<file path="src/rtl/enchente_pkg.sv">
// Shared types and defaults for the flood-response controller: state encoding,
// default parameters and the per-state output map.
package enchente_pkg;

    typedef enum logic [2:0] {
        NORMAL     = 3'd0,
        AVISO      = 3'd1,
        DRENAGEM   = 3'd2,
        ESPERA_ACK = 3'd3,
        FALHA      = 3'd7
    } estado_t;

    localparam int BLINK_HALF_DEF    = 4;
    localparam int PUMP_MIN_DEF      = 16;
    localparam int DRAIN_TIMEOUT_DEF = 256;
    localparam int CNT_W_DEF         = 9;

    typedef struct packed {
        logic entrada_bloqueada;
        logic estacionamento_fechado;
        logic bomba;
        logic sirene_fixa;
        logic falha;
    } saidas_t;

    // The AVISO blink is produced by sirene_pisca; only the steady siren lives here.
    function automatic saidas_t saidas_de(estado_t e);
        saidas_t s;
        s = '0;
        case (e)
            AVISO: begin
                s.entrada_bloqueada = 1'b1;
            end
            DRENAGEM: begin
                s.entrada_bloqueada      = 1'b1;
                s.estacionamento_fechado = 1'b1;
                s.bomba                  = 1'b1;
                s.sirene_fixa            = 1'b1;
            end
            ESPERA_ACK: begin
                s.entrada_bloqueada      = 1'b1;
                s.estacionamento_fechado = 1'b1;
            end
            FALHA: begin
                s.entrada_bloqueada      = 1'b1;
                s.estacionamento_fechado = 1'b1;
                s.bomba                  = 1'b1;
                s.sirene_fixa            = 1'b1;
                s.falha                  = 1'b1;
            end
            default: s = '0;
        endcase
        return s;
    endfunction

endpackage

</file>
<file path="src/rtl/sirene_pisca.sv">
// Siren blink timer: toggles every BLINK_HALF cycles while enabled, starting high
// on restart; held low while disabled.
module sirene_pisca
    import enchente_pkg::*;
#(
    parameter int BLINK_HALF = BLINK_HALF_DEF
) (
    input  logic clk,
    input  logic rst_n,
    input  logic en_i,
    input  logic restart_i,
    output logic pisca_o
);

    localparam int W = (BLINK_HALF > 1) ? $clog2(BLINK_HALF) : 1;

    logic [W-1:0] cnt_q;
    logic         pisca_q;

    always_ff @(posedge clk or negedge rst_n) begin
        if (!rst_n) begin
            cnt_q   <= '0;
            pisca_q <= 1'b0;
        end else if (restart_i) begin
            cnt_q   <= '0;
            pisca_q <= 1'b1;
        end else if (en_i) begin
            if (cnt_q == W'(BLINK_HALF - 1)) begin
                cnt_q   <= '0;
                pisca_q <= ~pisca_q;
            end else begin
                cnt_q <= cnt_q + 1'b1;
            end
        end else begin
            cnt_q   <= '0;
            pisca_q <= 1'b0;
        end
    end

    assign pisca_o = pisca_q;

endmodule

</file>
<file path="src/rtl/controle_enchente.sv">
// Flood-response controller: FSM plus dwell/timeout counter driving gate, siren and pump.
// Optional FLOOD_AUTO_REOPEN_EN: ESPERA_ACK also reopens after PUMP_MIN dry cycles.
module controle_enchente
    import enchente_pkg::*;
#(
    parameter int BLINK_HALF    = BLINK_HALF_DEF,
    parameter int PUMP_MIN      = PUMP_MIN_DEF,
    parameter int DRAIN_TIMEOUT = DRAIN_TIMEOUT_DEF,
    parameter int CNT_W         = CNT_W_DEF
) (
    input  logic clk,
    input  logic reset,
    input  logic alerta,
    input  logic emergencia,
    input  logic w10mm,
    input  logic ack,
    output logic entrada_bloqueada,
    output logic sirene,
    output logic bomba,
    output logic estacionamento_fechado,
    output logic falha
);

    estado_t          state_q, state_d;
    logic [CNT_W-1:0] cnt_q, cnt_d;
    saidas_t          saidas_q;
    logic             pisca_en, pisca_restart, pisca;

    always_comb begin
        state_d = state_q;
        unique case (state_q)
            NORMAL: begin
                if (emergencia)  state_d = DRENAGEM;
                else if (alerta) state_d = AVISO;
            end
            AVISO: begin
                if (emergencia)  state_d = DRENAGEM;
                else if (!w10mm) state_d = NORMAL;
            end
            DRENAGEM: begin
                if (w10mm && cnt_q == CNT_W'(DRAIN_TIMEOUT - 1))
                    state_d = FALHA;
                else if (!w10mm && cnt_q >= CNT_W'(PUMP_MIN - 1))
                    state_d = ESPERA_ACK;
            end
            ESPERA_ACK: begin
                // In this state every cycle is dry, so the counter counts consecutive dry cycles.
                if (emergencia || w10mm) state_d = DRENAGEM;
                else if (ack)            state_d = NORMAL;
`ifdef FLOOD_AUTO_REOPEN_EN
                else if (cnt_q >= CNT_W'(PUMP_MIN - 1)) state_d = NORMAL;
`endif
            end
            FALHA:   state_d = FALHA;
            default: state_d = NORMAL;
        endcase

        if (state_d != state_q)
            cnt_d = '0;
        else if (cnt_q == {CNT_W{1'b1}})
            cnt_d = cnt_q;
        else
            cnt_d = cnt_q + 1'b1;
    end

    always_ff @(posedge clk or negedge reset) begin
        if (!reset) begin
            state_q  <= NORMAL;
            cnt_q    <= '0;
            saidas_q <= '0;
        end else begin
            state_q  <= state_d;
            cnt_q    <= cnt_d;
            saidas_q <= saidas_de(state_d);
        end
    end

    assign pisca_en      = (state_d == AVISO);
    assign pisca_restart = pisca_en && (state_q != AVISO);

    sirene_pisca #(
        .BLINK_HALF(BLINK_HALF)
    ) u_pisca (
        .clk      (clk),
        .rst_n    (reset),
        .en_i     (pisca_en),
        .restart_i(pisca_restart),
        .pisca_o  (pisca)
    );

    assign entrada_bloqueada      = saidas_q.entrada_bloqueada;
    assign estacionamento_fechado = saidas_q.estacionamento_fechado;
    assign bomba                  = saidas_q.bomba;
    assign falha                  = saidas_q.falha;
    assign sirene                 = saidas_q.sirene_fixa | pisca;

endmodule

</file>
<file path="config.mk">
export PLATFORM = sky130hd
export DESIGN_NAME = controle_enchente
export DESIGN_NICKNAME = d
export VERILOG_FILES = /design/src/rtl/enchente_pkg.sv /design/src/rtl/sirene_pisca.sv /design/src/rtl/controle_enchente.sv
export SDC_FILE = /design/constraint.sdc
export NUM_CORES = 1
export LEC_CHECK = 0
export CAP_MARGIN = 25
export CORE_MARGIN = 5
export CORE_UTILIZATION = 40
export CTS_BUF_LIST = sky130_fd_sc_hd__clkbuf_8
export CTS_CLUSTER_DIAMETER = 120
export DETAILED_ROUTE_END_ITERATION = 16
export DONT_BUFFER_PORTS = 1
export GPL_TIMING_DRIVEN = 0
export PLACE_DENSITY = 0.55
export SYNTH_ARGS = -nofsm -noshare
export SYNTH_HDL_FRONTEND = slang
export SYNTH_HIERARCHICAL = 1
export SYNTH_SLANG_ARGS = --single-unit
</file>
<file path="constraint.sdc">
create_clock -name clk -period 2.89 [get_ports clk]
set_input_delay 0.289 -clock clk [delete_from_list [all_inputs] [get_ports clk]]
set_output_delay 0.289 -clock clk [all_outputs]
set_load 0.005 [all_outputs]
</file>
==> flow_metrics.tcl <==
set metrics [dict create \
    grt_pass1_vias 923 \
    max_freq_mhz 457 \
    end_kind "register" \
    drive_gt1_share_pct 16.8 \
    hp-class "in -> reg" \
    grtUsageTotal_pct 12.8 \
    ys_seq_area_share_pct 38.8 \
    ios 11 \
    worst_setup_path_start_kind "register" \
    post_cts_buffers 0 \
    wl_um 2470 \
    p_seq_share_pct 39.0 \
    whs_ns 0.189 \
    fin_ws_ns 0.704 \
    vias_per_cell 5.79 \
    ff_latch_area_um2 475 \
    cp_max_fo 5 \
    swShare_pct 37.6 \
    syn_nets 130 \
    h-tree-depth 1 \
    ys_warn_count 6 \
    max_slew_margin_pct 42.7 \
    final_cell_mix "dfrtp_1 (19), nand3_1 (14), mux2i_1 (10)" \
    place_ws_ns 0.669 \
    rows 20 \
    core_um2 3000 \
    report.final.slew_viol_count 0 \
    hold_viol 0 \
    clockBufferDepth 2 \
    clock_sinks 19 \
    antenna_found_initial 0 \
    fin_skew_ns 0.00198 \
    final_nets 136 \
    n_antenna_cell 0 \
    power.total_mw 0.949 \
    grt_max_degree 20 \
    status "finished, final reports clean" \
    vdd_drop_max_uv 375 \
    die_w_um 65.3 \
    final.setup.tns_ns 0 \
    grt_pass1_wl_um 4260 \
    synth-seq-cells 19 \
    timing.final.crit_share_pct 75.6 \
    multi_input_area_um2 694 \
    pwr-share-comb_pct 40.6 \
    vias 915 \
    dp_hpwl_um 1800 \
    p_per_area_nw_per_um2 716 \
    clockRootBuffer "clkbuf_8" \
    synth_area_um2 1220 \
    dieArea_um2 4270 \
    p_int_mw 0.593 \
    critPathRequiredTime_ns 3.07 \
    setup_viol 0 \
    nFillCells 302 \
    die_h_um 65.3 \
    arrival_ns 2.37 \
    port_buffers 0 \
    syn_inst 120 \
    cts_buffers 3 \
    start_util_pct 40.8 \
    routabilityCongestion 0.747 \
    cts_tree "done" \
    drtIter0Drc 40 \
    clkLatencyLatePin_ns 0.26 \
    path_class "reg -> reg" \
    path_clk_slew_ns 0.08 \
    min_period_ns 2.19 \
    firstDrtPassIters 4 \
    syn_to_final_growth_pct 8.17 \
    syn_area_per_cell_um2 10.2 \
    grt_overflow 0 \
    p_leak_nw 0.578 \
    synth.distinct_cells 41 \
    drv_cap 0 \
    cts_resized 0 \
    p_clk_share_pct 20.4 \
    tightest_slew_ns 0.857 \
    drc 0 \
    postCtsHoldBufs 1 \
    rsz0062_at_grt "no" \
    layout_commonest_cell "dfrtp_1" \
    p_sw_mw 0.357 \
    wl_per_cell_um 15.6 \
    drtAntennaViolNets 0 \
]
==> registers in the layout, indices dropped and copies added (netlist names) <==
signal / cells
entrada_bloqueada: 1
cnt_q: 9
state_q: 3
bomba: 1
u_pisca/cnt_q: 2
falha: 1
estacionamento_fechado: 1
u_pisca/pisca_o: 1
==> power by group through the flow <==
stage          logic (mW)  registers, mW  clock network (mW)
3_5_place_dp        0.387          0.376                   0
3_3_place_gp        0.376          0.376                   0
4_1_cts             0.394          0.371               0.201
5_1_grt             0.432          0.382               0.213
6_report            0.386          0.370               0.193
2_1_floorplan       0.320          0.365                   0
==> Yosys cell counts <==
master	n	area [um2]
clkbuf_1	1	3.75
nor2_1	2	7.51
a21oi_1	2	10.0
or3_1	1	6.26
ha_1	4	50.1
dfrtp_1	19	475
a211oi_2	2	25.0
nor2_2	1	6.26
and4bb_4	1	16.3
xnor2_1	4	35.0
a21boi_0	2	15.0
nor2b_2	1	8.76
nand3_1	14	70.1
o21a_1	1	7.51
mux2_2	1	11.3
nor4b_1	1	8.76
o211ai_1	4	30.0
a21o_1	1	7.51
buf_2	2	10.0
o2bb2ai_2	1	15.0
a211oi_4	1	20.0
or2_2	2	12.5
o21ai_0	4	20.0
and3_1	2	12.5
nor4_1	4	25.0
inv_1	3	11.3
or3_4	1	11.3
xor2_1	1	8.76
buf_6	2	22.5
buf_4	1	7.51
and3b_1	1	8.76
nor3_1	2	10.0
a2bb2oi_1	2	17.5
mux2i_1	10	100
nor3b_1	1	7.51
nor2b_1	3	18.8
nand2b_1	2	12.5
nand2_1	7	26.3
a21o_2	1	8.76
o31a_1	2	17.5
nand4b_1	3	26.3
==> critical path, cell delays in order (launching register included) <==
cell	delay [ns]
dfrtp_1	0.44
ha_1	0.27
nand2_1	0.07
nor3_1	0.06
ha_1	0.20
and3_1	0.22
nor4_1	0.51
o21ai_0	0.18
mux2i_1	0.16
==> metal layers <==
| layer | wire length, um | track usage, % | vias up |
|---|---|---|---|
| li1 | - | - | 452 |
| met1 | 1090 | 16.5 | 440 |
| met2 | 1250 | 22.3 | 18 |
| met3 | 98 | 2.05 | 5 |
| met4 | 24 | 3.11 | 0 |
| met5 | 0 | 0 | - |
==> stage by stage <==
stage,util (%),cells,area [um2]
after global routing,44.1,158,1330
after CTS,44.1,158,1330
after floorplan,-,120,1220
after global placement,42.2,153,1270
after detailed placement,42.2,153,1270
final,44.1,158,1330
==> worst paths after layout <==
kind	cells past startpoint	to	slack, ns	from
max in group asynchronous	1	cnt_q[8]	1.78	reset
max reg2reg	8	cnt_q[7]	0.70	cnt_q[0]
min in group asynchronous	1	u_pisca/cnt_q[1]	0.58	reset
max	8	cnt_q[7]	0.70	cnt_q[0]
min reg2reg	1	u_pisca/cnt_q[0]	0.45	u_pisca/cnt_q[0]
min	1	estacionamento_fechado	0.19	emergencia
==> cells by family after synthesis <==
kind of cell	Yosys count	share of synthesized area, %
xor gates and xnor gates	5	3.57
and+or+nand+nor	49	24.1
muxes	11	9.09
buffers and inverters	9	4.49
DFF	19	38.8
adders and majority gates	4	4.09
AOI/OAI and AO/OA	23	15.8
==> layout make-up <==
type / count / area share, %
tap: 33 / 3.12
clock inverter: 1 / 0.567
inverter: 3 / 0.850
timing repair buffer: 1 / 0.755
clock buffer: 3 / 3.12
buffer: 6 / 3.31
sequential: 19 / 35.9
multi-input combinational: 92 / 52.4
Note: power is estimated with default switching activity, not from simulation.
==> variant (config.mk and constraints unchanged) <==
Build with the macro `FLOOD_AUTO_REOPEN_EN` defined.
--- a/src/rtl/controle_enchente.sv
+++ b/src/rtl/controle_enchente.sv
@@ -1,5 +1,7 @@
 // Flood-response controller: FSM plus dwell/timeout counter driving gate, siren and pump.
 // Optional FLOOD_AUTO_REOPEN_EN: ESPERA_ACK also reopens after PUMP_MIN dry cycles.
+`define FLOOD_AUTO_REOPEN_EN
+
 module controle_enchente
     import enchente_pkg::*;
 #(
Behaviour: same outputs for any inputs over 10 cycles, from zero or initial values and one cycle with reset low; that may be too few to reach the edited logic, so the function may still have changed.
==> variant against the original RTL <==
Sequential cell count unchanged; sequential power about the same; setup slack lost 0.13 ns; largest cell class unchanged; final cell count down 12%; first-iteration DRC count down 23%; highest routed layer unchanged; synthesized area shrank 8.7%; wire length decreased by 14%; design area decreased by 8.2%; power is 8.3% lower; core utilization rose by 0.75 points; count of clock-buffer cells in the layout stayed put; critical path depth grew 1.
==> variant: results (changes against the original RTL) <==
number of fill cells in the layout=274 (-9.3%); Seq/total area=39.1% (+3.2 points); result of the run=complete, no violations; row count=19 (-5.0%); Pwr top=sequential cells; global-route wire length before repair=3800 um (-11%); share of total power in combinational logic=36.2% (-4.4 points); library cells used by synthesis=44 (+7.3%); largest voltage drop on the vdd net=0.511 mV (+36%); comb_multi_in=77 (-16%); Critical Path Slowest Stage Cell=dfrtp_1; GRT Resource Usage Total=11.8% (-0.99 points); net count reported at finish=119 (-13%); registers with the most flip-flops=cnt_q x9, state_q x3, u_pisca/cnt_q x2; non-clock buffer count=6 (-1); fraction of the yosys area taken by sequential cells=42.5% (+3.7 points); Synth Net Count=113 (-13%); kind of cell adding the most delay to the critical path=compound AO/OA/AOI/OAI gates; layout inverter count without the clock tree=2 (-1); total number of sequential cells=19 (unchanged); most frequent cell after synthesis=dfrtp_1; delay of the slowest critical-path stage=0.41 ns (-0.10 ns); Clk Latency, worst-skew pair=0.26 ns (about the same); wire length per cell=15.3 um (-1.9%); transition time at the pin with the least slew margin=0.853 ns (-0.00405 ns); vias post-DR=784 (-14%); synth top area cells=dfrtp_1 43%, o211a_1 7.2%, ha_1 4.5%; area used by multi-input combinational logic=597 um^2 (-14%); ClkCell Share=4.01% (+0.33 points); first drt pass iteration count=4 (unchanged); Flop+latch power=369 uW (about the same); share of cells above drive strength 1=15.7% (-1.1 points); buffering overhead=4.01% (-0.048 points); Worst EP arrival=2.51 ns (+0.14 ns); worst clock skew=0.00277 ns (+0.000788 ns); clock buffer depth=2 (unchanged); initial detailed-routing violation count=31 (-23%); Internal Power=579 uW (-2.4%); most common library cells after synthesis=19 x dfrtp_1, 8 x o211a_1, 6 x nand2b_1, 6 x nor2_1; GP Congestion=0.797 (+6.7%); DPL Wire Length=1550 um (-14%); Leak Pwr=0.584 nW (+1.0%); number of global-route vias before repair=824 (-11%); Crit Path Max Fanout=9 (+4)
## variant: worst paths after layout
path,from,end,slack (ns),cells past startpoint
max reg2reg,cnt_q[0],cnt_q[7],0.57,9
min in group asynchronous,reset,estacionamento_fechado,0.58,1
max in group asynchronous,reset,cnt_q[0],1.78,1
min,emergencia,u_pisca/cnt_q[0],0.22,2
max,cnt_q[0],cnt_q[7],0.57,9
min reg2reg,u_pisca/cnt_q[0],u_pisca/cnt_q[0],0.44,1
## variant: stage by stage
step                      power, mW  hold WS (ns)  cells  worst slack, ns  instance area, um^2
after floorplan               0.625      -0.00659    103            0.922                 1120
after global placement        0.680      -0.00610    134            0.624                 1160
after detailed placement      0.684      -0.00572    134            0.586                 1160
after CTS                     0.889         0.206    139            0.549                 1220
after global routing          0.933         0.221    139            0.358                 1220
final                         0.870         0.222    139            0.571                 1220
## variant: routing by layer
metal,GRT usage [%],up-vias,wire length (um)
met2,18.1,9,1040
met1,15.5,384,1010
met3,3.96,2,70
li1,-,389,-
met4,3.98,0,16
met5,0,-,0
## variant: cell families (layout without fill, tap and decap cells)
group / after synthesis / after routing / synth area share [%]
and+or+nand+nor: 37 / 37 / 19.9
AOI/OAI and AO/OA: 26 / 26 / 20.8
DFF: 19 / 19 / 42.5
xor gates and xnor gates: 8 / 8 / 6.26
buffers and inverters: 7 / 12 / 4.14
adders and majority gates: 4 / 4 / 4.47
muxes: 2 / 2 / 1.90
## variant: worst reg2reg max path, stage by stage (launching register included)
cell	delay [ns]
dfrtp_1	0.41
ha_1	0.23
nand3_1	0.08
nor2_1	0.16
ha_1	0.23
nand4bb_1	0.14
a21boi_1	0.26
nor2_2	0.11
a21boi_2	0.40
o211a_1	0.23
## variant: repair_timing
item                                   CTS  global route
hold buffers                             1             0
resized for setup                        0             0
endpoints found under the hold margin   19             0
